**src/rtl/cpu_pkg.sv**
```systemverilog
// Shared types for the instruction fetch path: FSM encoding, queue entry
// layout and the byte-lane swap applied to BRAM read data.
package cpu_pkg;

  localparam int INST_W = 32;

  typedef enum logic {
    IDLE = 1'b0,
    RUN  = 1'b1
  } fetch_state_e;

  typedef struct packed {
    logic [INST_W-1:0] inst;
    logic [31:0]       pc;
  } fetch_entry_t;

  function automatic logic [INST_W-1:0] BYTE_SWAP(input logic [INST_W-1:0] d);
    return {d[7:0], d[15:8], d[23:16], d[31:24]};
  endfunction

endpackage

```
**src/rtl/fetch_unit_if.sv**
```systemverilog
// Fetch-unit bus bundle: run/redirect control, BRAM read port and the
// decode-side valid/ready instruction handshake.
interface fetch_unit_if #(
  parameter int ADDR_W = 18
);
  import cpu_pkg::*;

  logic              enable;
  logic              redirect_valid;
  logic [31:0]       redirect_pc;
  logic              bram_enable;
  logic [ADDR_W-1:0] bram_addr;
  logic [INST_W-1:0] bram_data;
  logic              inst_valid;
  logic [INST_W-1:0] inst;
  logic [31:0]       inst_pc;
  logic              inst_ready;

  modport master (
    input  enable, redirect_valid, redirect_pc, bram_data, inst_ready,
    output bram_enable, bram_addr, inst_valid, inst, inst_pc
  );

  modport slave (
    output enable, redirect_valid, redirect_pc, bram_data, inst_ready,
    input  bram_enable, bram_addr, inst_valid, inst, inst_pc
  );

endinterface

```
**src/rtl/fetch_queue.sv**
```systemverilog
// Two-entry shifting FIFO of {inst, pc}; entry 0 is always the head so the
// output is a plain register with no read mux.
module fetch_queue
  import cpu_pkg::*;
(
  input  logic         clk,
  input  logic         n_reset,
  input  logic         push,
  input  fetch_entry_t push_data,
  input  logic         pop,
  input  logic         flush,
  output logic [1:0]   count,
  output fetch_entry_t head
);

  fetch_entry_t e0_q, e0_d, e1_q, e1_d;
  logic [1:0]   cnt_q, cnt_d;
  logic         do_pop;

  assign do_pop = pop && (cnt_q != 2'd0);

  always_comb begin
    e0_d  = e0_q;
    e1_d  = e1_q;
    cnt_d = cnt_q;
    if (flush) begin
      cnt_d = 2'd0;
    end else begin
      case ({push, do_pop})
        2'b10: begin
          if (cnt_q == 2'd0) e0_d = push_data;
          else               e1_d = push_data;
          cnt_d = cnt_q + 2'd1;
        end
        2'b01: begin
          e0_d  = e1_q;
          cnt_d = cnt_q - 2'd1;
        end
        2'b11: begin
          // Count is unchanged; the new word lands behind whatever remains.
          if (cnt_q == 2'd1) begin
            e0_d = push_data;
          end else begin
            e0_d = e1_q;
            e1_d = push_data;
          end
        end
        default: ;
      endcase
    end
  end

  always_ff @(posedge clk or negedge n_reset) begin
    if (!n_reset) begin
      e0_q  <= '0;
      e1_q  <= '0;
      cnt_q <= 2'd0;
    end else begin
      e0_q  <= e0_d;
      e1_q  <= e1_d;
      cnt_q <= cnt_d;
    end
  end

  assign count = cnt_q;
  assign head  = e0_q;

  // The issue rule reserves a slot for every read in flight.
  a_no_overflow: assert property (@(posedge clk) disable iff (!n_reset)
    !(push && cnt_q == 2'd2));

endmodule

```
**src/rtl/fetch_unit.sv**
```systemverilog
// Instruction fetch front-end: walks the PC, reads BRAM one word per cycle,
// endian-corrects the data and hands {inst, pc} to decode via a 2-entry queue.
module fetch_unit
  import cpu_pkg::*;
#(
  parameter int          ADDR_W        = 18,
  parameter logic [31:0] RESET_PC      = 32'h0000_0000,
  parameter bit          LITTLE_ENDIAN = 1'b1
)(
  input  logic         clk,
  input  logic         n_reset,
  fetch_unit_if.master bus
);

  fetch_state_e state_q, state_d;
  logic [31:0]  fetch_pc_q, fetch_pc_d;
  logic [31:0]  inflight_pc_q, inflight_pc_d;
  logic         inflight_q, inflight_d;
  logic         issue, pop, push, inst_valid;
  logic [1:0]   count;
  logic [2:0]   occ;
  fetch_entry_t push_data, head;
  logic         unused_redirect_lsbs;

  assign unused_redirect_lsbs = ^bus.redirect_pc[1:0];

  assign inst_valid = (count != 2'd0);
  assign pop        = inst_valid && bus.inst_ready;
  assign occ        = {1'b0, count} + {2'b00, inflight_q};

  always_ff @(posedge clk or negedge n_reset) begin
    if (!n_reset) state_q <= IDLE;
    else          state_q <= state_d;
  end

  always_comb begin
    state_d = state_q;
    case (state_q)
      IDLE:    if (bus.enable)  state_d = RUN;
      RUN:     if (!bus.enable) state_d = IDLE;
      default: state_d = IDLE;
    endcase
  end

  // A slot freed by this cycle's pop may be claimed by this cycle's issue.
  always_comb begin
    issue = 1'b0;
    if (state_q == RUN && !bus.redirect_valid && occ < (3'd2 + {2'b00, pop}))
      issue = 1'b1;
  end

  always_comb begin
    fetch_pc_d    = fetch_pc_q;
    inflight_pc_d = inflight_pc_q;
    inflight_d    = issue;
    if (bus.redirect_valid) begin
      fetch_pc_d = {bus.redirect_pc[31:2], 2'b00};
    end else if (issue) begin
      fetch_pc_d    = fetch_pc_q + 32'd4;
      inflight_pc_d = fetch_pc_q;
    end
  end

  always_ff @(posedge clk or negedge n_reset) begin
    if (!n_reset) begin
      fetch_pc_q    <= RESET_PC;
      inflight_pc_q <= 32'h0;
      inflight_q    <= 1'b0;
    end else begin
      fetch_pc_q    <= fetch_pc_d;
      inflight_pc_q <= inflight_pc_d;
      inflight_q    <= inflight_d;
    end
  end

  // Data returning for a read issued just before a redirect is dropped here.
  assign push           = inflight_q && !bus.redirect_valid;
  assign push_data.inst = LITTLE_ENDIAN ? BYTE_SWAP(bus.bram_data) : bus.bram_data;
  assign push_data.pc   = inflight_pc_q;

  fetch_queue u_queue (
    .clk       (clk),
    .n_reset   (n_reset),
    .push      (push),
    .push_data (push_data),
    .pop       (pop),
    .flush     (bus.redirect_valid),
    .count     (count),
    .head      (head)
  );

  assign bus.bram_enable = issue;
  assign bus.bram_addr   = fetch_pc_q[ADDR_W+1:2];
  assign bus.inst_valid  = inst_valid;
  assign bus.inst        = head.inst;
  assign bus.inst_pc     = head.pc;

endmodule

```
**src/flat_wrapper.sv**
```systemverilog
// flat-port wrapper written by rule: the top's interface ports become plain ports
module fetch_unit_flat import cpu_pkg::*;
#(
  parameter int          ADDR_W        = 18,
  parameter logic [31:0] RESET_PC      = 32'h0000_0000,
  parameter bit          LITTLE_ENDIAN = 1'b1
)
  (clk, n_reset, bus_enable, bus_redirect_valid, bus_redirect_pc, bus_bram_data, bus_inst_ready, bus_bram_enable, bus_bram_addr, bus_inst_valid, bus_inst, bus_inst_pc);
  fetch_unit_if #(.ADDR_W(ADDR_W)) bus_i ();
  input  logic clk;
  input  logic n_reset;
  input wire logic [$bits(bus_i.enable)-1:0] bus_enable;
  input wire logic [$bits(bus_i.redirect_valid)-1:0] bus_redirect_valid;
  input wire logic [$bits(bus_i.redirect_pc)-1:0] bus_redirect_pc;
  input wire logic [$bits(bus_i.bram_data)-1:0] bus_bram_data;
  input wire logic [$bits(bus_i.inst_ready)-1:0] bus_inst_ready;
  output wire logic [$bits(bus_i.bram_enable)-1:0] bus_bram_enable;
  output wire logic [$bits(bus_i.bram_addr)-1:0] bus_bram_addr;
  output wire logic [$bits(bus_i.inst_valid)-1:0] bus_inst_valid;
  output wire logic [$bits(bus_i.inst)-1:0] bus_inst;
  output wire logic [$bits(bus_i.inst_pc)-1:0] bus_inst_pc;
  assign bus_i.enable = bus_enable;
  assign bus_i.redirect_valid = bus_redirect_valid;
  assign bus_i.redirect_pc = bus_redirect_pc;
  assign bus_i.bram_data = bus_bram_data;
  assign bus_i.inst_ready = bus_inst_ready;
  assign bus_bram_enable = bus_i.bram_enable;
  assign bus_bram_addr = bus_i.bram_addr;
  assign bus_inst_valid = bus_i.inst_valid;
  assign bus_inst = bus_i.inst;
  assign bus_inst_pc = bus_i.inst_pc;
  fetch_unit #(.ADDR_W(ADDR_W), .RESET_PC(RESET_PC), .LITTLE_ENDIAN(LITTLE_ENDIAN)) u_core (.clk(clk), .n_reset(n_reset), .bus(bus_i));
endmodule
```
**config.mk**
```make
export PLATFORM = sky130hd
export DESIGN_NAME = fetch_unit_flat
export DESIGN_NICKNAME = d
export VERILOG_FILES = /design/src/rtl/cpu_pkg.sv /design/src/rtl/fetch_unit_if.sv /design/src/rtl/fetch_queue.sv /design/src/rtl/fetch_unit.sv /design/src/flat_wrapper.sv
export SDC_FILE = /design/constraint.sdc
export NUM_CORES = 1
export LEC_CHECK = 0
export ABC_CLOCK_PERIOD_IN_PS = 2500
export CAP_MARGIN = 0
export CORE_ASPECT_RATIO = 1.1
export CORE_UTILIZATION = 45
export CTS_CLUSTER_DIAMETER = 30
export DETAILED_ROUTE_END_ITERATION = 8
export PLACE_DENSITY = 0.82
export SYNTH_ARGS = -nofsm -noshare
export SYNTH_HDL_FRONTEND = slang
export SYNTH_SLANG_ARGS = --single-unit
```
**constraint.sdc**
```tcl
create_clock -name clk -period 2.5 [get_ports clk]
set_clock_uncertainty 0.05 [all_clocks]
set_input_delay 0.25 -clock clk [delete_from_list [all_inputs] [get_ports clk]]
set_output_delay 0.25 -clock clk [all_outputs]
set_load 0.03 [all_outputs]
```
* Yosys cells after proc, flatten, opt, wreduce, memory -nomap -nowiden
Cells that the tools add are included.
** Word-level totals
- Register bits :: 196
- Bits of input ports :: 69
- Output and inout bits :: 84
- Logic and storage cells :: 50
** Cells by class
- Add/subtract/negate cells :: 5
- $lt $le $gt $ge :: 1
- Equality and inequality tests :: 7
- Mux-type cells :: 12
- Bitwise logic cells :: 1
- Reductions and logical operators :: 15
** Operators with widths (count)
- 64-bit 2-to-1 mux :: 4
- 64-bit case mux with 3 select lines :: 1
- 64-bit case mux with 2 select lines :: 1
- 32-bit 2-to-1 mux :: 2
- 32-bit by 3-bit adder with 32-bit output, second input constant :: 1
- 2-bit != test, second input constant :: 3
- 2-bit nonzero test :: 3
- 3-bit nonzero test :: 2
- 1-bit logical AND :: 5
- 2-bit by 1-bit == test with 1-bit output, second input constant :: 2
- 2-bit == test, second input constant :: 2
- 2-bit case mux with 2 select lines :: 1
- 4-bit AND reduction :: 1
- 2-bit by 1-bit adder with 3-bit output :: 1
- 2-bit by 1-bit adder with 3-bit output, first input constant :: 1
- 3-bit < comparator :: 1
- 3-bit AND reduction :: 1
- 2-bit by 1-bit adder with 2-bit output, second input constant :: 1
- 2-bit zero test :: 1
- 1-bit 2-to-1 mux :: 2
- 2-bit 2-to-1 mux :: 1
- 2-bit AND reduction :: 1
- 2-bit by 1-bit subtractor with 2-bit output, second input constant :: 1
- 1-bit zero test :: 1
- 1-bit NOT :: 1

* Logic depth before layout (Yosys ltp)
- Depth in word-level cells :: 8
- Mapped depth :: 9
- Mapped depth without buffers :: 7

* By module
From an unflattened synthesis, not the netlist that was laid out.
** Second synthesis, totals
- Cell total of the unflattened synthesis :: 832
- Area total of the unflattened synthesis :: 9296.4 um2
** Modules (own cells, without submodules)
- fetch_queue :: instances 1, cells an instance 529, area each 6080.8 um2, sequential area each 3253.1 um2
- fetch_unit :: instances 1, cells an instance 303, area each 3215.6 um2, sequential area each 1551.5 um2

* Worst setup path after synthesis
Ideal clock, no wire load.
- Path type :: register to register
- Start point :: register u_core.u_queue.cnt_q[0], in the netlist u_core.u_queue.count[0]
- End point :: register u_core.inflight_pc_q[22]
- Setup time :: 0.125 ns
- Arrival time :: 2.150 ns
- Required time :: 2.325 ns
- Path slack :: 0.175 ns
- Cell stages (with the launch flop) :: 7
- Path buffers :: 1
- Clock period less this slack :: 2.325 ns
- Cells stage by stage :: dfrtp_1 > ha_1 > or3b_4 > a211o_1 > nor2_2 > buf_4 > mux2_2
** On the way
- Cells in the longest elaborated chain, start to end :: 7
- Elaborated cells on any way between the ends :: 8
- Classes of those cells :: add/sub (2); order compare (1); mux (1); reduce/logical (4)
** Ends and longest elaborated chain
- start: declaration :: line fetch_queue.sv:17 : logic [1:0] cnt_q, cnt_d;
- start signal: assignment :: line fetch_queue.sv:61 : cnt_q <= cnt_d;
- 2-bit nonzero test :: line fetch_unit.sv:27 : assign inst_valid = (count != 2'd0);
- 1-bit logical AND :: line fetch_unit.sv:28 : assign pop = inst_valid && bus.inst_ready;
- 2-bit by 1-bit adder with 3-bit output :: line fetch_unit.sv:48 : if (state_q == RUN && !bus.redirect_valid && occ < (3'd2 + {2'b00, pop}))
- 3-bit < comparator * :: line fetch_unit.sv:48
- 1-bit logical AND * :: line fetch_unit.sv:48
- 1-bit 2-to-1 mux * :: line fetch_unit.sv:48
- via bus_bram_enable :: line flat_wrapper.sv:17 : output wire logic [$bits(bus_i.bram_enable)-1:0] bus_bram_enable;
- 2-bit AND reduction (no source line) *
- end signal: assignment :: line fetch_unit.sv:71 : inflight_pc_q <= inflight_pc_d;
- end: declaration :: line fetch_unit.sv:17 : logic [31:0] inflight_pc_q, inflight_pc_d;
The timed path passes the listed nets; every way through them passes the cells marked *.
A chain may end at the register's enable or synchronous reset.

* Final worst setup path
- Start point :: register u_core.u_queue.cnt_q[0], in the netlist u_core.u_queue.count[0]
- End point :: output bus_bram_enable
** On the way
- Cells in the longest elaborated chain, start to end :: 6
- Elaborated cells on any way between the ends :: 7
- Classes of those cells :: add/sub (2); order compare (1); mux (1); reduce/logical (3)
** Ends and longest elaborated chain (line)
- 2-bit nonzero test :: fetch_unit.sv:27
- 1-bit logical AND :: fetch_unit.sv:28
- 2-bit by 1-bit adder with 3-bit output :: fetch_unit.sv:48
- 3-bit < comparator * :: fetch_unit.sv:48
- 1-bit logical AND * :: fetch_unit.sv:48
- 1-bit 2-to-1 mux * :: fetch_unit.sv:48
- end: declaration :: flat_wrapper.sv:17
Mark *: on every way between the ends. The rest lies on a longest branch, timed or not.

==> reports/results.txt <==
Ports: 153
sequence of cells on the critical path: ha_1 -> or3b_4 -> a211o_1 -> nor2_4 -> buf_12 -> buf_8
All-Layer GR Usage: 19.67%
post-synthesis sequential area ratio: 57.00%
largest family of logic cells by synthesized area: multiplexers
Die ar.: 18,980 um^2
P_leak: 4.832 nW
vias in the first global route: 5,715
Vias: 5,594
Tcrit/Tclk final: 100.4%
CTS tree: built
Antenna Violating Nets Remaining: 0
pin count of the biggest net entering global routing: 67
EDFF count, synth: 0
Fin. Hold Viols: 0
status: finished with violations
global route total overflow: 0
max-cap viol count: 0
Synth Area in Compound Gates: 6.334%
Largest stage delay, worst path: 0.41 ns
met1 WL: 8101 um
area grow syn2layout: 29.05%
Synth Area in Adders: 0.7540%
Top Layer Used: met4
detailed-router iteration count before antenna repair: 4
Initial Utilization: 46.44%
slew margin rel.: 60.53%
first-pass GRT wire length: 29,140 um
Final min period: 2.510 ns
Netlist cell types: 33
Post-route DRC: 0
Post-layout nets: 909
Routed WL per cell: 16.29 um
CTS Sinks: 189
peak supply drop: 0.0006343 V
dpl cells: 1,044
Post-Syn Instances: 696
WP buf/inv: 2
RSZ-0062 raised after global routing: yes
Top FF cell, synth: dfrtp_1
crit path kind: reg2out
core footprint: 17,870 um^2
CTS max path bufs: 2
DPL Wire Length: 11,700 um
Setup Viol. Count Final: 1
Post-synth ARST share: 100.0%
violated checks: negative setup slack
hold crit path type: in2reg
multiplexer share of the synthesized area: 20.49%
met2 WL post-DR: 8831 um
Die W: 131.5 um
Reg area: 4730 um^2
port bufs: 150
proportion of layout cells with a drive suffix above 1: 19.27%
flop and latch count out of synthesis: 189
final core utilization: 59.92%
startpoint types: register
worst setup margin: -0.01029 ns
Non-Filler Instances: 1,084
Antenna Diode Count: 0
final slew viol count: 0
endpoint class of the critical path: output port
simple-gate share of the synthesized area: 7.993%
Worst path slowest cell: dfrtp_1
Final Wtd Congestion: 0.7974
Syn. warnings: 0
met3 routed wirelength: 533 um
Filler Cell Count: 1,470
multi-input logic area: 3256 um^2
worst slew pin tran: 0.5772 ns
1st-iter DRT viols: 337
Mean Syn Cell Area: 11.92 um^2
initial antenna violation count: 0
Peak Freq: 0.3984 GHz
# H-tree levels: 4
Power Dens Cells: 1207 nW/um^2
Via density: 5.161
Post-Synthesis Net Count: 770
CTS Buf Count: 17
Clock Latency Late Sink: 0.42 ns
Reg clk slew, reported paths: 0.06 ns
crit-path max FO: 4
CTS root buffer: clkbuf_16
DRT Wirelength: 17,660 um
mapped cell area: 8297 um^2
crit-path leading delay family: simple AND/OR/NAND/NOR gates
Die H: 144.4 um
worst endpoint data arrival time: 2.21 ns
Critical Path RT: 2.20 ns
Rows: 51
setup_tns: -0.01029 ns
post-synthesis xor/xnor area fraction: 3.273%
## power breakdown
part / switching, mW / internal (mW)
registers: 0.753 / 4.35
clock network: 1.11 / 1.38
logic: 2.78 / 2.55
## Yosys cell counts, types with 2 or more instances
master | instances | area share (%)
and3_1 | 6 | 0.45
and4_1 | 2 | 0.21
nand4_1 | 17 | 1.3
a211oi_1 | 3 | 0.27
xor2_1 | 21 | 2.2
buf_4 | 22 | 2.0
buf_1 | 4 | 0.18
a21oi_1 | 64 | 3.9
and2_1 | 4 | 0.30
xnor2_1 | 10 | 1.1
inv_1 | 6 | 0.27
buf_2 | 8 | 0.48
nor2_1 | 68 | 3.1
mux2i_1 | 63 | 7.6
nand2_1 | 34 | 1.5
clkbuf_1 | 26 | 1.2
o21ai_0 | 27 | 1.6
mux2_2 | 95 | 13
nand3_1 | 10 | 0.60
ha_1 | 5 | 0.75
dfrtp_1 | 189 | 57
## placed cells by master (no fill, tap or decap), types with 2 or more instances in the layout
cell type        instances
nand3_1                 10
nand4_1                 17
a21oi_1                 63
clkinv_2                 5
inv_1                    6
clkbuf_8                 2
nor2_1                  68
o21ai_0                 27
and2_1                   4
and3_1                   6
mux2_2                  95
mux2i_1                 63
clkinv_4                 4
a211oi_2                 2
clkbuf_16               17
and4_1                   2
dfrtp_1                189
a211oi_1                 2
xnor2_1                 10
buf_4                   19
xor2_1                  21
buf_12                   8
clkdlybuf4s50_1        147
nand2_1                 34
ha_1                     4
## registers in the layout, indices dropped and copies added, names as in the netlist
name                  flops
u_core.u_queue.e1_q      62
u_core.inflight_pc_q     30
u_core.fetch_pc_q        30
u_core.u_queue.count      2
u_core.state_q            1
u_core.u_queue.head      63
u_core.inflight_q         1
## cell families after synthesis
logic type	after synthesis
XOR/XNOR	31
flip-flops	189
buffers and inverters	67
multiplexers	158
AND/OR/NAND/NOR	147
AO/OA/AOI/OAI	99
adder cells (fa/ha/maj)	5
## worst register-to-register path, cell delays in order (launching register included)
cell and delay (ns):
dfrtp_1 0.41, ha_1 0.28, or3b_4 0.40, a2111oi_0 0.59, nand4_1 0.21, xnor2_1 0.17, mux2_2 0.26
## stage by stage
| step | cell area (um^2) | hold slack [ns] | setup WS [ns] | power [mW] |
|---|---|---|---|---|
| 4_1_cts | 10690 | 0.1589 | -0.03963 | 13.05 |
| 3_3_place_gp | 10040 | 0.2444 | -0.07016 | 10.23 |
| 2_1_floorplan | 8297 | -0.09559 | 0.1749 | 8.414 |
| 3_5_place_dp | 10040 | 0.2471 | -0.09515 | 10.43 |
| 5_1_grt | 10710 | 0.1707 | -0.1218 | 13.73 |
| 6_report | 10710 | 0.1731 | -0.01029 | 12.93 |
## path summary, 6_finish.rpt
kind / from / to / slack [ns] / cells after the start
setup / recovery: u_core.u_queue.count[0] / bus_bram_enable / -0.01 / 6
hold / removal: bus_redirect_valid / u_core.fetch_pc_q[4] / 0.17 / 3
setup reg to reg: u_core.u_queue.count[0] / u_core.fetch_pc_q[31] / 0.03 / 6
hold reg to reg: u_core.u_queue.e1_q[24] / u_core.u_queue.e1_q[24] / 0.46 / 1
max in group asynchronous: n_reset / u_core.u_queue.e1_q[59] / 1.23 / 3
min in group asynchronous: n_reset / u_core.fetch_pc_q[3] / 0.33 / 2
## per-layer routing
layer | up-vias | track usage [%]
li1 | 2704 | -
met1 | 2743 | 25.78
met3 | 13 | 3.645
met5 | - | 0
met4 | 0 | 6.671
met2 | 134 | 33.00
## repair_timing
| action | 4_1_cts | 5_1_grt |
|---|---|---|
| endpoints found under the hold margin | 63 | 0 |
| pin swaps | 4 | 4 |
| buffers inserted | 7 | 0 |
| setup endpoints to repair | 2 | 34 |
| hold buffers | 1 | 0 |
| gates resized for setup | 3 | 3 |
| gates cloned | 1 | 1 |
## area by class of cell
class                           instances  share of cell area (%)
Clock buffer                           19                   4.137
Clock inverter                         11                  0.9115
Inverter                                7                  0.2454
Multi-Input combinational cell        440                   30.41
Sequential cell                       189                   44.17
Tap cell                              238                   2.781
Timing Repair Buffer                  180                   17.34
(Power assumes the default switching activity.)
